===== src/rtl/mfrc522_spi_slave.sv =====
// SPI slave emulating the host-visible register interface of an NXP MFRC522.
// SPI pins are synchronized into clk; register file, SoftReset and FIFODataReg FIFO.
module mfrc522_spi_slave #(
   parameter logic [7:0]  VERSION    = 8'h92,
   parameter int unsigned FIFO_DEPTH = 64
) (
   input  logic clk,
   input  logic rst,
   input  logic cs_n,
   input  logic sck,
   input  logic mosi,
   output logic miso
);

   localparam int unsigned PTR_W = $clog2(FIFO_DEPTH);
   localparam int unsigned LVL_W = PTR_W + 1;
   localparam int unsigned NREG  = 64;

   localparam logic [5:0] A_STATUS = 6'h00;
   localparam logic [5:0] A_CMD    = 6'h01;
   localparam logic [5:0] A_COMIEN = 6'h02;
   localparam logic [5:0] A_ERR    = 6'h06;
   localparam logic [5:0] A_FIFO   = 6'h09;
   localparam logic [5:0] A_LEVEL  = 6'h0A;
   localparam logic [5:0] A_VER    = 6'h37;

   typedef enum logic [1:0] {ST_IDLE, ST_ADDR, ST_DATA} state_t;

   function automatic logic [7:0] reg_default(input logic [5:0] a);
      case (a)
         A_CMD:    return 8'h20;
         A_COMIEN: return 8'h80;
         A_VER:    return VERSION;
         default:  return 8'h00;
      endcase
   endfunction

   // Synchronizers reset to 0 so a chip select held low across rst never looks like a fall
   logic [1:0] cs_sync_q, sck_sync_q, mosi_sync_q;
   logic       cs_prev_q, sck_prev_q;

   always_ff @(posedge clk) begin
      if (rst) begin
         cs_sync_q   <= '0;
         sck_sync_q  <= '0;
         mosi_sync_q <= '0;
         cs_prev_q   <= 1'b0;
         sck_prev_q  <= 1'b0;
      end else begin
         cs_sync_q   <= {cs_sync_q[0], cs_n};
         sck_sync_q  <= {sck_sync_q[0], sck};
         mosi_sync_q <= {mosi_sync_q[0], mosi};
         cs_prev_q   <= cs_sync_q[1];
         sck_prev_q  <= sck_sync_q[1];
      end
   end

   logic cs_s, mosi_s, cs_fall_c, sck_rise_c, sck_fall_c;
   assign cs_s       = cs_sync_q[1];
   assign mosi_s     = mosi_sync_q[1];
   assign cs_fall_c  = cs_prev_q & ~cs_s;
   assign sck_rise_c = sck_sync_q[1] & ~sck_prev_q;
   assign sck_fall_c = ~sck_sync_q[1] & sck_prev_q;

   state_t             state_q, state_d;
   logic [2:0]         bit_cnt_q, bit_cnt_d;
   logic [7:0]         rx_q, rx_d, tx_q, tx_d;
   logic [5:0]         addr_q, addr_d;
   logic               rd_q, rd_d;
   logic               miso_q, miso_d;
   logic [7:0]         regs_q [NREG];
   logic [7:0]         fifo_mem_q [FIFO_DEPTH];
   logic [PTR_W-1:0]   rd_ptr_q, wr_ptr_q;
   logic [LVL_W-1:0]   level_q;
   logic               ovfl_q;

   logic [7:0] byte_c, ld_data_c;
   logic [5:0] ld_addr_c;
   logic       wr_en_c, ld_en_c, pop_c, push_c, fifo_full_c;

   assign fifo_full_c = (level_q >= LVL_W'(FIFO_DEPTH));
   assign push_c      = wr_en_c && (addr_q == A_FIFO) && !fifo_full_c;
   assign pop_c       = ld_en_c && (ld_addr_c == A_FIFO) && (level_q != '0);

   // Frame FSM: bit/byte tracking, register-access strobes, TX load and MISO shifting
   always_comb begin
      state_d   = state_q;
      bit_cnt_d = bit_cnt_q;
      rx_d      = rx_q;
      tx_d      = tx_q;
      addr_d    = addr_q;
      rd_d      = rd_q;
      miso_d    = miso_q;
      byte_c    = {rx_q[6:0], mosi_s};
      ld_addr_c = addr_q;
      ld_en_c   = 1'b0;
      wr_en_c   = 1'b0;
      ld_data_c = 8'h00;
      if (cs_s) begin
         state_d   = ST_IDLE;
         bit_cnt_d = 3'd0;
         rx_d      = 8'h00;
         tx_d      = 8'h00;
         miso_d    = 1'b0;
      end else begin
         case (state_q)
            ST_IDLE: begin
               if (cs_fall_c) begin
                  state_d   = ST_ADDR;
                  bit_cnt_d = 3'd0;
                  rx_d      = 8'h00;
                  tx_d      = 8'h00;
                  miso_d    = 1'b0;
               end
            end
            default: begin
               if (sck_rise_c) begin
                  rx_d      = byte_c;
                  bit_cnt_d = bit_cnt_q + 3'd1;
                  if (bit_cnt_q == 3'd7) begin
                     if (state_q == ST_ADDR) begin
                        state_d   = ST_DATA;
                        rd_d      = byte_c[7];
                        addr_d    = byte_c[6:1];
                        ld_addr_c = byte_c[6:1];
                        ld_en_c   = byte_c[7];
                     end else if (rd_q) begin
                        ld_en_c = 1'b1;
                        if (byte_c[7]) ld_addr_c = byte_c[6:1];
                        addr_d = ld_addr_c;
                     end else begin
                        wr_en_c = 1'b1;
                     end
                  end
               end else if (sck_fall_c && (state_q == ST_DATA)) begin
                  miso_d = tx_q[7];
                  tx_d   = {tx_q[6:0], 1'b0};
               end
               if (ld_en_c) begin
                  case (ld_addr_c)
                     A_VER:   ld_data_c = VERSION;
                     A_LEVEL: ld_data_c = 8'(level_q);
                     A_ERR:   ld_data_c = {3'b000, ovfl_q, 4'b0000};
                     A_FIFO:  ld_data_c = (level_q == '0) ? 8'h00 : fifo_mem_q[rd_ptr_q];
                     default: ld_data_c = regs_q[ld_addr_c];
                  endcase
                  tx_d = ld_data_c;
               end
            end
         endcase
      end
   end

   always_ff @(posedge clk) begin
      if (rst) begin
         state_q   <= ST_IDLE;
         bit_cnt_q <= 3'd0;
         rx_q      <= 8'h00;
         tx_q      <= 8'h00;
         addr_q    <= 6'd0;
         rd_q      <= 1'b0;
         miso_q    <= 1'b0;
      end else begin
         state_q   <= state_d;
         bit_cnt_q <= bit_cnt_d;
         rx_q      <= rx_d;
         tx_q      <= tx_d;
         addr_q    <= addr_d;
         rd_q      <= rd_d;
         miso_q    <= miso_d;
      end
   end

   // Register file, FIFO pointers and BufferOvfl; SoftReset behaves like rst for these
   always_ff @(posedge clk) begin
      if (rst) begin
         for (int i = 0; i < NREG; i++) regs_q[i] <= reg_default(6'(i));
         rd_ptr_q <= '0;
         wr_ptr_q <= '0;
         level_q  <= '0;
         ovfl_q   <= 1'b0;
      end else begin
         if (wr_en_c) begin
            case (addr_q)
               A_STATUS, A_VER, A_ERR: begin
               end
               A_CMD: begin
                  if (byte_c[3:0] == 4'hF) begin
                     for (int i = 0; i < NREG; i++) regs_q[i] <= reg_default(6'(i));
                     rd_ptr_q <= '0;
                     wr_ptr_q <= '0;
                     level_q  <= '0;
                     ovfl_q   <= 1'b0;
                  end else begin
                     regs_q[A_CMD] <= byte_c;
                  end
               end
               A_FIFO: begin
                  if (fifo_full_c) begin
                     ovfl_q <= 1'b1;
                  end else begin
                     wr_ptr_q <= wr_ptr_q + PTR_W'(1);
                     level_q  <= level_q + LVL_W'(1);
                  end
               end
               A_LEVEL: begin
                  if (byte_c[7]) begin
                     rd_ptr_q <= '0;
                     wr_ptr_q <= '0;
                     level_q  <= '0;
                     ovfl_q   <= 1'b0;
                  end
               end
               default: regs_q[addr_q] <= byte_c;
            endcase
         end
         if (pop_c) begin
            rd_ptr_q <= rd_ptr_q + PTR_W'(1);
            level_q  <= level_q - LVL_W'(1);
         end
      end
   end

   always_ff @(posedge clk) begin
      if (push_c) fifo_mem_q[wr_ptr_q] <= byte_c;
   end

   assign miso = miso_q;

endmodule


===== config.mk =====
export PLATFORM = sky130hd
export DESIGN_NAME = mfrc522_spi_slave
export DESIGN_NICKNAME = d
export VERILOG_FILES = /design/src/rtl/mfrc522_spi_slave.sv
export SDC_FILE = /design/constraint.sdc
export NUM_CORES = 1
export LEC_CHECK = 0
export CAP_MARGIN = 20
export CORE_UTILIZATION = 55
export CTS_CLUSTER_SIZE = 40
export DETAILED_ROUTE_END_ITERATION = 8
export DONT_BUFFER_PORTS = 1
export GPL_ROUTABILITY_DRIVEN = 0
export GPL_TIMING_DRIVEN = 1
export PLACE_DENSITY = 0.7
export RECOVER_POWER = 100
export SLEW_MARGIN = 20
export SYNTH_ARGS = -nofsm -noshare
export SYNTH_HDL_FRONTEND = slang
export SYNTH_SLANG_ARGS = --single-unit

===== constraint.sdc =====
create_clock -name clk -period 7 [get_ports clk]
set_clock_uncertainty 0.2 [all_clocks]
set_input_delay 1.05 -clock clk [delete_from_list [all_inputs] [get_ports clk]]
set_output_delay 1.05 -clock clk [all_outputs]
set_load 0.03 [all_outputs]

Word-level counts from Yosys, hierarchy flattened
Memory sizes are Yosys's and may differ from the RTL's. A register that Yosys moved wholly into a read port is not among the register bits. Cells that the tools add are included.

Flip-flop bits (word level): 56. Bits in latches: 0. Memory bits (writable): 1024. ROM bits: 0. Input port bits: 5. Output and inout bits: 1. Memories kept: 2.

Add/sub/neg operators: 5. Multipliers: 0. Divide/modulo/power cells: 0. $lt $le $gt $ge: 1. Equal/unequal tests: 24. Shifts and indexed selects: 0. Muxes and demuxes: 169. Bitwise gates (word level): 72. Reduce and logical (&&, ||, !) cells: 32.

Memories: fifo_mem_q (depth 64, width 8, read ports 1, clocked after Yosys merged registers in 1, wr ports 1, line 72) `logic [7:0] fifo_mem_q [FIFO_DEPTH];`; regs_q (depth 64, width 8, read ports 1, clocked after Yosys merged registers in 0, wr ports 64, line 71) `logic [7:0] regs_q [NREG];`.

Operators with widths (count): 8-bit 2-to-1 mux (92); 6-bit 2-to-1 mux (17); 1-bit bitwise OR (65); 7-bit 2-to-1 mux (7); 1-bit 2-to-1 mux (40); 8-bit case mux with 4 select lines (1); 6-bit by 4-bit equality test with 1-bit output, second input constant (5); 7-bit case mux with 3 select lines (1); 5-bit AND reduction (4); 6-bit case mux with 3 select lines (1); 6-bit by 1-bit adder with 6-bit output, second input constant (2); 6-bit by 3-bit equality test with 1-bit output, second input constant (2); 6-bit equality test, second input constant (2); 6-bit case mux with 2 select lines (1); 2-bit 2-to-1 mux (5); 2-bit != test, second input constant (5); 2-bit nonzero test (5); 3-bit 2-to-1 mux (3); 3-bit != test, second input constant (3); 3-bit nonzero test (3); 4-bit AND reduction (2); 8-bit OR reduction (1); 7-bit by 1-bit adder with 7-bit output, second input constant (1); 7-bit >= comparator, second input constant (1); other kinds (23) (34).

Logic depth before layout (Yosys ltp)
Word-level depth: 16. Mapped depth: 17. Gate-level depth less buffers: 11.

Least setup slack after synthesis
Ideal clock, no wire load.

Path type: reg2reg. From: reg rx_q[6]. To: reg tx_q[6]. Library setup time: 0.096 ns. Arrival: 3.385 ns. Required time: 6.704 ns. Slack: 3.319 ns. Cell stages (with the launch flop): 14. Buffers on the path: 6. Cell sequence: dfxtp_1 > buf_4 > nand2_1 > a21o_1 > buf_6 > mux2_4 > buf_6 > buf_12 > buf_8 > buf_6 > mux2i_1 > a221oi_2 > o32ai_1 > o41ai_2.

Longest elaborated chain between the ends: 11. Elaborated cells between the ends (all ways): 23. Those cells by class: eq/ne: 5; mux: 15; reduce/logical: 2; memory: 1.

Ends and longest elaborated chain: start, declared (line 67) `logic [7:0] rx_q, rx_d, tx_q, tx_d;`; start signal, assigned (line 166) `rx_q <= rx_d;`; 6-bit 2-to-1 mux (line 129) `if (byte_c[7]) ld_addr_c = byte_c[6:1];`; 6-bit 2-to-1 mux (2 in series); 6-bit 2-to-1 mux (line 120) `if (bit_cnt_q == 3'd7) begin`; 6-bit 2-to-1 mux; 6-bit 2-to-1 mux (line 106) `case (state_q)`; 6-bit 2-to-1 mux (line 99) `if (cs_s) begin`; memory 64 x 8 bit, or another cell as far along; 8-bit case mux with 4 select lines (line 140) `case (ld_addr_c)`; 8-bit 2-to-1 mux (line 139) `if (ld_en_c) begin`; 8-bit 2-to-1 mux (line 106); end signal, assigned (line 167) `tx_q <= tx_d;`; end, declared (line 67).

Several ways; a longest one is shown, not always the timed one. The select of a mux whose other input is x is not followed. A chain may end at the register's enable or synchronous reset.

Worst setup path after layout
From: reg bit_cnt_q[0]. To: reg tx_q[5].

Longest elaborated chain between the ends: 9. Elaborated cells between the ends (all ways): 20. Those cells by class: eq/ne: 6; mux: 11; reduce/logical: 2; memory: 1.

Ends and longest elaborated chain: start, declared (line 66) `logic [2:0] bit_cnt_q, bit_cnt_d;`; start signal, assigned (line 165) `bit_cnt_q <= bit_cnt_d;`; 3-bit equality test (*) (line 120); 6-bit 2-to-1 mux (line 120); 6-bit 2-to-1 mux; 6-bit 2-to-1 mux (line 106); 6-bit 2-to-1 mux (line 99); memory 64 x 8 bit, or another cell as far along; 8-bit case mux with 4 select lines (line 140); 8-bit 2-to-1 mux (line 139); 8-bit 2-to-1 mux (line 106).

Every way passes the cells marked *; elsewhere a longest branch is shown, timed or not. The select of a mux whose other input is x is not followed.

==> impl_metrics.csv <==
group,metric,value,unit
status,status,"finished with violations",
pwr,vdd_drop_max,0.000211,V
logic_synthesis,yosysWarningCount,0,
timing,maxSlewHeadroom,-1.91,
worst_setup_path,r2r-end,"tx_q[5]",
logic_synthesis,ys_seq_area_frac,0.680,
floorplan,die_h,294,µm
logic_synthesis,synth_edf_count,1024,
floorplan,initial_core_util,0.559,
clock_tree,cts_buffers,107,
global_route,grt_max_degree,129,
drt,via_per_inst,6.38,
timing,fmaxAchievable,173,MHz
cells_and_area,layout-drive-gt1-share,0.116,
global_route,grt.total_usage,0.290,
floorplan,core-area,84100,µm²
pwr,powerDensity,263,nW/µm²
cells_and_area,utilization,0.614,
place,post_dp_cell_area,48000,µm²
timing,setup_viol,0,
logic_synthesis,ys_top_cells_by_count,"edfxtp_1 (1,024), and2_1 (472), nand2_1 (350), nor2_1 (209), mux4_2 (159)",
timing,fin_crit,5760,ps
worst_setup_path,crit_chain,"ha_1 > ha_1 > nand3b_1 > a21o_1 > mux2i_1 > clkbuf_1 > clkbuf_2 > a21oi_1 > a22oi_1 > o22ai_1 > o21ai_0 > nand2_1 > o21ai_0",
worst_setup_path,crit_arrival,6170,ps
clock_tree,root_buffer,"clkbuf_16",
floorplan,dieWidth,294,µm
status,violations,"capacitance limit, slew limit",
logic_synthesis,synth_top_cell_by_area,"edfxtp_1",
logic_synthesis,synth_cell_type_count,81,
logic_synthesis,synth.area.top_cells,"edfxtp_1 (65%), mux4_2 (7.6%), and2_1 (6.3%), nand2_1 (2.8%), dfxtp_1 (2.6%)",
logic_synthesis,netlist_area,47000,µm²
drt,ant_nets,0,
global_route,first_global_vias,27928,
timing,worstMarginPinSlew,4370,ps
clock_tree,clockBufferDepth,3,
clock_tree,clock-sinks,1086,
place,place_ws,2100,ps
global_route,antenna_found_initial,4,
worst_setup_path,r2r-start,"bit_cnt_q[0]",
timing,final.setup.tns,0,ps
drt,wl_per_cell,27.8,µm
place,dpl.hpwl,77100,µm
worst_setup_path,cp_max_fo,41,
timing,finalCritPeriodShare,0.824,
logic_synthesis,ys.flop_type,"edfxtp_1",
drt,drtIter0Drc,3893,
cells_and_area,syn_to_final_growth,9.73,%
clock_tree,cts_setup_buffers,0,
clock_tree,ctsHoldBuffers,0,
cells_and_area,layoutNonFillerInstCount,4470,
cells_and_area,finalInstanceArea,51600,µm²
drt,drt_pass1_iterations,8,
logic_synthesis,synth_cells,3278,
clock_tree,ctsResizeCount,0,
global_route,grt_pass1_wl,183000,µm
logic_synthesis,synth_top_area_frac,0.654,
timing,rsz0062_at_grt,"no",
worst_setup_path,start_kind,"flop",
cells_and_area,fillCellCount,6176,
logic_synthesis,postSynthAreaPerCell,14.3,µm²
worst_setup_path,rr_worst_depth,13,
job,max_cap_viol_count,9,
drt,num_vias,28521,
timing,drv_slew,495,
worst_setup_path,crit_slowest_cell,"clkbuf_1",
clock_tree,clkLatencyLatePin,700,ps
timing,fin_ws,1240,ps
drt,drt-total-wl,124000,µm
worst_setup_path,cp.depth,13,
logic_synthesis,synth_seq_cells,1086,
worst_setup_path,cp_top_family,"buffers and inverters",
worst_setup_path,r2r_slack,1240,ps
place,dpl.cell_count,4265,
clock_tree,htreeDepth,3,
worst_setup_path,critical_path_class,"flop to flop",
floorplan,dieArea,86700,µm²
worst_setup_path,endpoint_kind,"flop",
logic_synthesis,async_flop_share,0,
worst_setup_path,cp.buffers_inverters,2,
worst_setup_path,crit_required,7400,ps
hold_path,hold_end,"cs_sync_q[0]",
drt,drc,0,
worst_setup_path,max_stage_delay,1200,ps
floorplan,row_count,106,
pwr,p_leak,16.7,nW
clock_tree,cts_tree,"done",
timing,hold_violations,0,
hold_path,min_from,"rst",
logic_synthesis,synth.most_common_cell,"edfxtp_1",
global_route,overflow,0,
place,io_buffers,0,
floorplan,pin_count,6,
hold_path,holdCritPathClass,"primary input to flop",
hold_path,holdPathStages,1,
cells_and_area,nNetsFinal,3255,
clock_tree,path_clk_slew,60,ps
sequential cells by signal, indices dropped and copies added, names as in the netlist, named ones only:
| register | count |
|---|---|
| addr_q | 6 |
| bit_cnt_q | 3 |
| cs_prev_q | 1 |
| cs_sync_q | 2 |
| fifo_mem_q | 512 |
| level_q | 7 |
| miso | 1 |
| mosi_sync_q | 2 |
| ovfl_q | 1 |
| rd_ptr_q | 6 |
| rd_q | 1 |
| regs_q | 512 |
| rx_q | 7 |
| sck_prev_q | 1 |
| sck_sync_q | 2 |
| state_q | 2 |
| tx_q | 8 |
| wr_ptr_q | 6 |
metrics by stage:
step                total power (W)  hold WS [ps]
floorplan                   0.00754           214
global placement            0.00766           230
detailed placement          0.00767           232
CTS                          0.0136           212
global route                 0.0139           213
finish                       0.0136           233
worst reg2reg max path, cell delays in order (launching register included):
cell	delay, ps
dfxtp_1	330
ha_1	200
ha_1	210
nand3b_1	240
a21o_1	560
mux2i_1	450
clkbuf_1	1200
clkbuf_2	890
a21oi_1	190
a22oi_1	480
o22ai_1	180
o21ai_0	310
nand2_1	100
o21ai_0	150
kinds of logic (layout without fill, tap and decap cells):
group | Yosys count | count (layout) | synth area share
compound gates | 332 | 332 | 0.0452
xor+xnor | 9 | 9 | 0.00168
flops | 1086 | 1086 | 0.680
mux | 287 | 287 | 0.104
other cells | 2 | 42 | 0.000160
simple gates | 1317 | 1317 | 0.143
buf+inv | 238 | 256 | 0.0241
fa+ha+maj | 7 | 7 | 0.00186
cell usage in the layout, fill, tap and decap left out, types with 24 or more instances in the layout:
| cell | count |
|---|---|
| nor2b_1 | 24 |
| nor2_1 | 207 |
| nand3_1 | 148 |
| and2_1 | 189 |
| mux2i_1 | 119 |
| mux4_2 | 159 |
| clkbuf_16 | 111 |
| and2_0 | 284 |
| o21ai_0 | 90 |
| clkbuf_1 | 34 |
| edfxtp_1 | 1024 |
| dfxtp_1 | 52 |
| a21oi_1 | 76 |
| nand2_1 | 350 |
| a22oi_1 | 25 |
| conb_1 | 40 |
| o22ai_1 | 34 |
final cells by class:
type,instances,area [µm²],area share
Sequential cell,1086,32000,0.621
Inverter,11,41.3,0.000800
Timing Repair Buffer,45,334,0.00647
Tap cell,1134,1420,0.0275
Antenna cell,2,5.00,0.0000970
Clock buffer,136,2930,0.0568
Clock inverter,64,805,0.0156
Multi-Input combinational cell,1992,14000,0.272
power breakdown:
part	switching (W)	total [W]	internal (W)
Clock	0.00249	0.00605	0.00356
Sequential	0.0000465	0.00721	0.00716
Combinational	0.000255	0.000335	0.0000795
worst max-delay path by stage:
stage                  from  endpoint  slack, ps
2_1_floorplan       rx_q[6]   tx_q[6]       3320
3_3_place_gp   bit_cnt_q[0]   tx_q[7]       1990
3_5_place_dp        rx_q[6]   tx_q[4]       2100
4_1_cts             rx_q[6]   tx_q[4]       2050
5_1_grt        bit_cnt_q[0]   tx_q[5]       1000
6_report       bit_cnt_q[0]   tx_q[5]       1240
layer usage:
layer	global-route usage	wire length [µm]
met5	0	13
met4	0.133	6320
met3	0.0513	13000
met2	0.464	58600
met1	0.389	46100
Note: power is estimated with default switching activity, not from simulation.
